<file path="src/rtl/tdc_spi_master_if.sv">
// tdc_spi_master_if: byte handshake between tdc_control and the SPI master
interface tdc_spi_master_if;
    logic       start;
    logic [7:0] data_in;
    logic       cs_end;
    logic [7:0] data_out;
    logic       new_data;
    logic       busy;
    modport master (output start, data_in, cs_end, input data_out, new_data, busy);
    modport slave (input start, data_in, cs_end, output data_out, new_data, busy);
endinterface

</file>
<file path="src/rtl/tdc_spi_master.sv">
// tdc_spi_master: byte-wise mode-0 SPI master with chip-select framing for the TDC7200
module tdc_spi_master #(
    parameter int CLK_DIV      = 2,
    parameter int CS_SETUP_CYC = 2,
    parameter int CS_HOLD_CYC  = 2,
    parameter int CS_IDLE_CYC  = 4
) (
    input  logic             clk,
    input  logic             rst_n,
    tdc_spi_master_if.slave  bus,
    output logic             sck,
    output logic             mosi,
    input  logic             miso,
    output logic             cs_n
);
    localparam int M1   = CLK_DIV > CS_SETUP_CYC ? CLK_DIV : CS_SETUP_CYC;
    localparam int M2   = M1 > CS_HOLD_CYC ? M1 : CS_HOLD_CYC;
    localparam int CMAX = M2 > CS_IDLE_CYC ? M2 : CS_IDLE_CYC;
    localparam int CW   = $clog2(CMAX + 1);
    localparam logic [CW-1:0] ONE    = CW'(1);
    localparam logic [CW-1:0] DIV_LD = CW'(CLK_DIV - 1);
    localparam logic [CW-1:0] SET_LD = CW'(CS_SETUP_CYC - 1);
    localparam logic [CW-1:0] HLD_LD = CW'(CS_HOLD_CYC - 1);
    localparam logic [CW-1:0] GAP_LD = CW'(CS_IDLE_CYC - 1);

    typedef enum logic [2:0] {IDLE, SETUP, XFER, HOLD, GAP} state_t;

    state_t          state, state_d;
    logic [CW-1:0]   cnt, cnt_d;
    logic [2:0]      bit_cnt, bit_d;
    logic [7:0]      tx, tx_d, rx, rx_d, dout, dout_d;
    logic            mosi_d, sck_d, cs_n_d, busy, busy_d, nd, nd_d, last, last_d;
    logic            rise_p, rise_p_d, rise_s, alive, m1, m2;

    assign bus.busy     = busy;
    assign bus.new_data = nd;
    assign bus.data_out = dout;

    // miso synchroniser; rise strobe delayed to line up with it; alive blocks start on reset release
    always_ff @(posedge clk or negedge rst_n)
        if (!rst_n) begin
            m1     <= 1'b0;
            m2     <= 1'b0;
            rise_s <= 1'b0;
            alive  <= 1'b0;
        end else begin
            m1     <= miso;
            m2     <= m1;
            rise_s <= rise_p;
            alive  <= 1'b1;
        end

    // state and registered outputs
    always_ff @(posedge clk or negedge rst_n)
        if (!rst_n) begin
            state   <= IDLE;
            cnt     <= '0;
            bit_cnt <= '0;
            tx      <= '0;
            rx      <= '0;
            dout    <= '0;
            mosi    <= 1'b0;
            sck     <= 1'b0;
            cs_n    <= 1'b1;
            busy    <= 1'b0;
            nd      <= 1'b0;
            last    <= 1'b0;
            rise_p  <= 1'b0;
        end else begin
            state   <= state_d;
            cnt     <= cnt_d;
            bit_cnt <= bit_d;
            tx      <= tx_d;
            rx      <= rx_d;
            dout    <= dout_d;
            mosi    <= mosi_d;
            sck     <= sck_d;
            cs_n    <= cs_n_d;
            busy    <= busy_d;
            nd      <= nd_d;
            last    <= last_d;
            rise_p  <= rise_p_d;
        end

    // next-state: rx samples the synchronised miso two cycles after each SCK rise
    always_comb begin
        state_d  = state;
        cnt_d    = cnt;
        bit_d    = bit_cnt;
        tx_d     = tx;
        rx_d     = rise_s ? {rx[6:0], m2} : rx;
        dout_d   = dout;
        mosi_d   = mosi;
        sck_d    = sck;
        cs_n_d   = cs_n;
        busy_d   = busy;
        nd_d     = 1'b0;
        last_d   = last;
        rise_p_d = 1'b0;
        case (state)
            IDLE:
                if (bus.start && alive) begin
                    state_d = SETUP;
                    busy_d  = 1'b1;
                    tx_d    = bus.data_in;
                    mosi_d  = bus.data_in[7];
                    last_d  = bus.cs_end;
                    cs_n_d  = 1'b0;
                    cnt_d   = cs_n ? SET_LD : '0;
                end
            SETUP: begin
                cnt_d = cnt - ONE;
                if (cnt == '0) begin
                    state_d  = XFER;
                    sck_d    = 1'b1;
                    rise_p_d = 1'b1;
                    cnt_d    = DIV_LD;
                    bit_d    = '0;
                end
            end
            XFER:
                if (sck) begin
                    cnt_d = cnt - ONE;
                    if (cnt == '0) begin
                        sck_d = 1'b0;
                        cnt_d = DIV_LD;
                        if (bit_cnt != 3'd7) begin
                            tx_d   = {tx[6:0], 1'b0};
                            mosi_d = tx[6];
                        end
                    end
                end else if (bit_cnt == 3'd7) begin
                    nd_d    = 1'b1;
                    dout_d  = rx_d;
                    busy_d  = last;
                    state_d = last ? HOLD : IDLE;
                    cnt_d   = HLD_LD;
                end else begin
                    cnt_d = cnt - ONE;
                    if (cnt == '0) begin
                        sck_d    = 1'b1;
                        rise_p_d = 1'b1;
                        cnt_d    = DIV_LD;
                        bit_d    = bit_cnt + 3'd1;
                    end
                end
            HOLD: begin
                cnt_d = cnt - ONE;
                if (cnt == '0) begin
                    cs_n_d  = 1'b1;
                    state_d = GAP;
                    cnt_d   = GAP_LD;
                end
            end
            GAP: begin
                cnt_d = cnt - ONE;
                if (cnt == '0) begin
                    busy_d  = 1'b0;
                    state_d = IDLE;
                end
            end
            default: state_d = IDLE;
        endcase
    end
endmodule

</file>
<file path="src/flat_wrapper.sv">
// flat-port wrapper written by rule: the top's interface ports become plain ports
module tdc_spi_master_flat 
#(
    parameter int CLK_DIV      = 2,
    parameter int CS_SETUP_CYC = 2,
    parameter int CS_HOLD_CYC  = 2,
    parameter int CS_IDLE_CYC  = 4
)
  (clk, rst_n, sck, mosi, miso, cs_n, bus_start, bus_data_in, bus_cs_end, bus_data_out, bus_new_data, bus_busy);
  tdc_spi_master_if bus_i ();
  input  logic clk;
  input  logic rst_n;
  output logic sck;
  output logic mosi;
  input  logic miso;
  output logic cs_n;
  input wire logic [$bits(bus_i.start)-1:0] bus_start;
  input wire logic [$bits(bus_i.data_in)-1:0] bus_data_in;
  input wire logic [$bits(bus_i.cs_end)-1:0] bus_cs_end;
  output wire logic [$bits(bus_i.data_out)-1:0] bus_data_out;
  output wire logic [$bits(bus_i.new_data)-1:0] bus_new_data;
  output wire logic [$bits(bus_i.busy)-1:0] bus_busy;
  assign bus_i.start = bus_start;
  assign bus_i.data_in = bus_data_in;
  assign bus_i.cs_end = bus_cs_end;
  assign bus_data_out = bus_i.data_out;
  assign bus_new_data = bus_i.new_data;
  assign bus_busy = bus_i.busy;
  tdc_spi_master #(.CLK_DIV(CLK_DIV), .CS_SETUP_CYC(CS_SETUP_CYC), .CS_HOLD_CYC(CS_HOLD_CYC), .CS_IDLE_CYC(CS_IDLE_CYC)) u_core (.clk(clk), .rst_n(rst_n), .bus(bus_i), .sck(sck), .mosi(mosi), .miso(miso), .cs_n(cs_n));
endmodule
</file>
<file path="config.mk">
export PLATFORM = sky130hd
export DESIGN_NAME = tdc_spi_master_flat
export DESIGN_NICKNAME = d
export VERILOG_FILES = /design/src/rtl/tdc_spi_master_if.sv /design/src/rtl/tdc_spi_master.sv /design/src/flat_wrapper.sv
export SDC_FILE = /design/constraint.sdc
export NUM_CORES = 1
export LEC_CHECK = 0
export CORE_ASPECT_RATIO = 0.7
export CORE_UTILIZATION = 45
export DETAILED_ROUTE_END_ITERATION = 16
export GPL_TIMING_DRIVEN = 1
export MAX_ROUTING_LAYER = met4
export PLACE_DENSITY = 0.7
export SETUP_SLACK_MARGIN = 0.05
export SYNTH_ARGS = -nofsm -noshare
export SYNTH_HDL_FRONTEND = slang
export SYNTH_SLANG_ARGS = --single-unit
export TNS_END_PERCENT = 1
</file>
<file path="constraint.sdc">
create_clock -name clk -period 1.8 [get_ports clk]
set_input_delay 0.27 -clock clk [delete_from_list [all_inputs] [get_ports clk]]
set_output_delay 0.27 -clock clk [all_outputs]
set_load 0.01 [all_outputs]
</file>
==> run_results.csv <==
group,metric,value,unit
global_route,grt_pass1_vias,1420,
sta,maxSlewHeadroom,0.643,
routing,drtIter0Drc,80,
critical_path,regToRegSetupSlack,0.04,ns
cts,path_clk_slew,0.08,ns
critical_path,slowest_delay,0.36,ns
cells_and_area,diodes,0,
cells_and_area,layout-drive-gt1-share,0.307,
critical_path,crit_type,"reg2reg",
synthesis,ys_seq_area_frac,0.543,
synthesis,synth_top_area_share,0.530,
synthesis,async_reset_ff_frac,1.00,
global_route,grt_max_degree,25,
cells_and_area,syn_to_final_growth,26.6,%
cells_and_area,final_nets,218,
cts,cts_buffers,5,
synthesis,yosysMostFrequentCell,"dfrtp_1",
sta,worst_pin_slew,0.536,ns
status,status,"completed",
cts,root_buffer,"clkbuf_8",
cts,cts.path.max_buffers,2,
cts,cts_num_sinks,43,
floorplanning,start_util,0.488,
power_and_ir_drop,p_per_area,1630,nW/um2
sta,setup_tns,0,ns
routing,routed_wirelength,4080,um
critical_path,slowest_stage,"dfrtp_1",
critical_path,endpoint_kind,"register",
routing,drt_first_pass_iters,4,
sta,hold_violations,0,
synthesis,synth_nets,179,
global_route,antenna_found_initial,0,
synthesis,synth_cells,162,
cts,htree_levels,2,
sta,hold_ws,0.364,ns
placed_design,place_congestion,0.865,
sta,fin_skew,0.00592,ns
floorplanning,die_h,57.5,um
routing,viasPerCell,5.60,
synthesis,netlist_area,1980,um2
routing,num_vias,1422,
synthesis,syn_avg_cell_area,12.2,um2
flow_run,drv_cap,0,
global_route,grt_usage,0.203,
power_and_ir_drop,leakagePower,1.05,nW
synthesis,ys_warn_count,0,
routing,drc,0,
floorplanning,die_w,81.3,um
synthesis,synth_cell_type_count,44,
worst_hold_path,hold_path.class,"reg2reg",
floorplanning,core_area,4070,um2
sta,rsz0062_at_grt,"yes",
synthesis,synth-edff-count,0,
critical_path,crit_fanout,4,
sta,clock.fmax,0.568,GHz
floorplanning,rows,19,
sta,fin_crit_sh,0.978,
critical_path,crit_required,1.98,ns
synthesis,ys.flop_type,"dfrtp_1",
routing,ant_nets,0,
sta,finalCriticalPeriod,1.76,ns
floorplanning,die_area,4680,um2
power_and_ir_drop,irDropWorstVdd,768,uV
placed_design,dp_hpwl,2860,um
sta,setup_viol,0,
cells_and_area,fin_util,0.618,
synthesis,synth_commonest_cells,"42 x dfrtp_1, 17 x mux2_2, 12 x nand2b_1",
floorplanning,io_pins,26,
sta,drv_slew,0,
global_route,grt_pass1_wl,6710,um
critical_path,arrival,1.94,ns
synthesis,ys_ff_latch,43,
global_route,overflow,0,
critical_path,worstPathCellList,"ha_2 > ha_4 > nand2b_4 > nor4_4 > buf_4 > mux2_4",
cts,tritoncts,"built",
synthesis,yosysTopAreaCell,"dfrtp_1",
routing,wl_per_cell,16.1,um
cells_and_area,fillerInstances,316,
cts,clock_latency,0.30,ns
synthesis,ys_top_cells_by_area,"dfrtp_1 53%, mux2_2 9.7%, o221a_2 4.0%",
placed_design,dpl_cell_area,2300,um2
cells_and_area,fin_area,2510,um2
placed_design,portBuffers,25,
critical_path,cp-start-kind,"register",
layout make-up:
type / instances / area (um2) / share of cell area
Clock inverter: 1 / 5.00 / 0.00199
Timing Repair Buffer: 41 / 372 / 0.148
Multi-Input combinational cell: 103 / 890 / 0.354
Inverter: 7 / 26.3 / 0.0105
Sequential cell: 43 / 1080 / 0.429
Tap cell: 52 / 65.1 / 0.0259
Clock buffer: 7 / 76.3 / 0.0304
routing by layer:
metal | up-vias | part of all wire | GRT usage
met5 | - | 0 | -
met4 | 0 | 0.023 | 0.0918
met3 | 13 | 0.042 | 0.0656
met2 | 31 | 0.48 | 0.292
met1 | 718 | 0.46 | 0.259
li1 | 660 | - | -
final timing paths:
| path | start | endpoint | depth (start not counted) |
|---|---|---|---|
| setup / recovery | u_core.bit_cnt[1]$_DFFE_PN0P_ | u_core.bus.data_out[3]$_DFFE_PN0P_ | 6 |
| hold / removal | u_core.rise_p$_DFF_PN0_ | u_core.rise_s$_DFF_PN0_ | 0 |
| setup reg to reg | u_core.bit_cnt[1]$_DFFE_PN0P_ | u_core.bus.data_out[3]$_DFFE_PN0P_ | 6 |
| hold reg to reg | u_core.rise_p$_DFF_PN0_ | u_core.rise_s$_DFF_PN0_ | 0 |
| max in group asynchronous | rst_n | u_core.cs_n$_DFFE_PN1P_ | 3 |
| min in group asynchronous | rst_n | u_core.state[0]$_DFFE_PN0P_ | 2 |
critical path, delay by kind of cell (launching register included):
kind,cells,cell delay (ns)
flops,1,0.36
simple gates,2,0.41
fa+ha+maj,2,0.35
buf+inv,1,0.22
mux,1,0.30
registers in the layout (all words and copies together), names as in the netlist:
name / flops
u_core.bus.data_out: 8
u_core.rx: 8
u_core.tx: 7
u_core.bit_cnt: 3
u_core.cnt: 3
u_core.state: 3
u_core.alive: 1
u_core.bus.busy: 1
u_core.bus.new_data: 1
u_core.cs_n: 1
u_core.last: 1
u_core.m1: 1
u_core.m2: 1
u_core.mosi: 1
u_core.rise_p: 1
u_core.rise_s: 1
u_core.sck: 1
logic make-up (layout without fill, tap and decap cells):
| logic type | count (synthesis) | in the layout | synth area share |
|---|---|---|---|
| AO/OA/AOI/OAI | 38 | 38 | 0.141 |
| flip-flops | 43 | 43 | 0.543 |
| multiplexers | 18 | 18 | 0.102 |
| other | 1 | 1 | 0.00189 |
| buffers and inverters | 16 | 56 | 0.0461 |
| AND/OR/NAND/NOR | 40 | 40 | 0.133 |
| XOR/XNOR | 2 | 2 | 0.00883 |
| adder cells (fa/ha/maj) | 4 | 4 | 0.0252 |
placed cells by master, fill, tap and decap left out, types with 5 or more instances in the layout:
cell | Yosys | routed
mux2_2 | 17 | 11
mux2_4 | 0 | 6
buf_4 | 4 | 14
dfrtp_1 | 42 | 42
inv_1 | 7 | 6
clkdlybuf4s50_1 | 0 | 24
o22ai_1 | 5 | 5
a21oi_1 | 10 | 10
clkbuf_8 | 0 | 5
nand2b_1 | 12 | 9
nand2_1 | 8 | 8
o221a_2 | 7 | 7
through the flow:
step / total power [W] / instances / worst slack [ns]
CTS: 0.00388 / 248 / 0.0334
detailed placement: 0.00329 / 239 / -0.0287
floorplan: 0.00275 / 162 / 0.187
global placement: 0.00317 / 239 / 0.0911
global route: 0.00438 / 254 / -0.0280
finish: 0.00409 / 254 / 0.0392
repair_timing:
| item | CTS | global route |
|---|---|---|
| endpoints found under the hold margin | 22 | 0 |
| hold buffers | 1 | 0 |
| resized for setup | 1 | 19 |
| pin swaps | 0 | 2 |
| gates cloned | 0 | 1 |
| setup buffers | 0 | 5 |
| setup endpoints to repair | 16 | 21 |
where the power goes:
group	switching [W]	leakage, nW	internal (W)
Clock	0.000315	0.0422	0.000272
Sequential	0.000330	0.506	0.00136
Combinational	0.000799	0.503	0.00101
Total	0.00144	1.05	0.00264
Note: power is estimated with default switching activity, not from simulation.
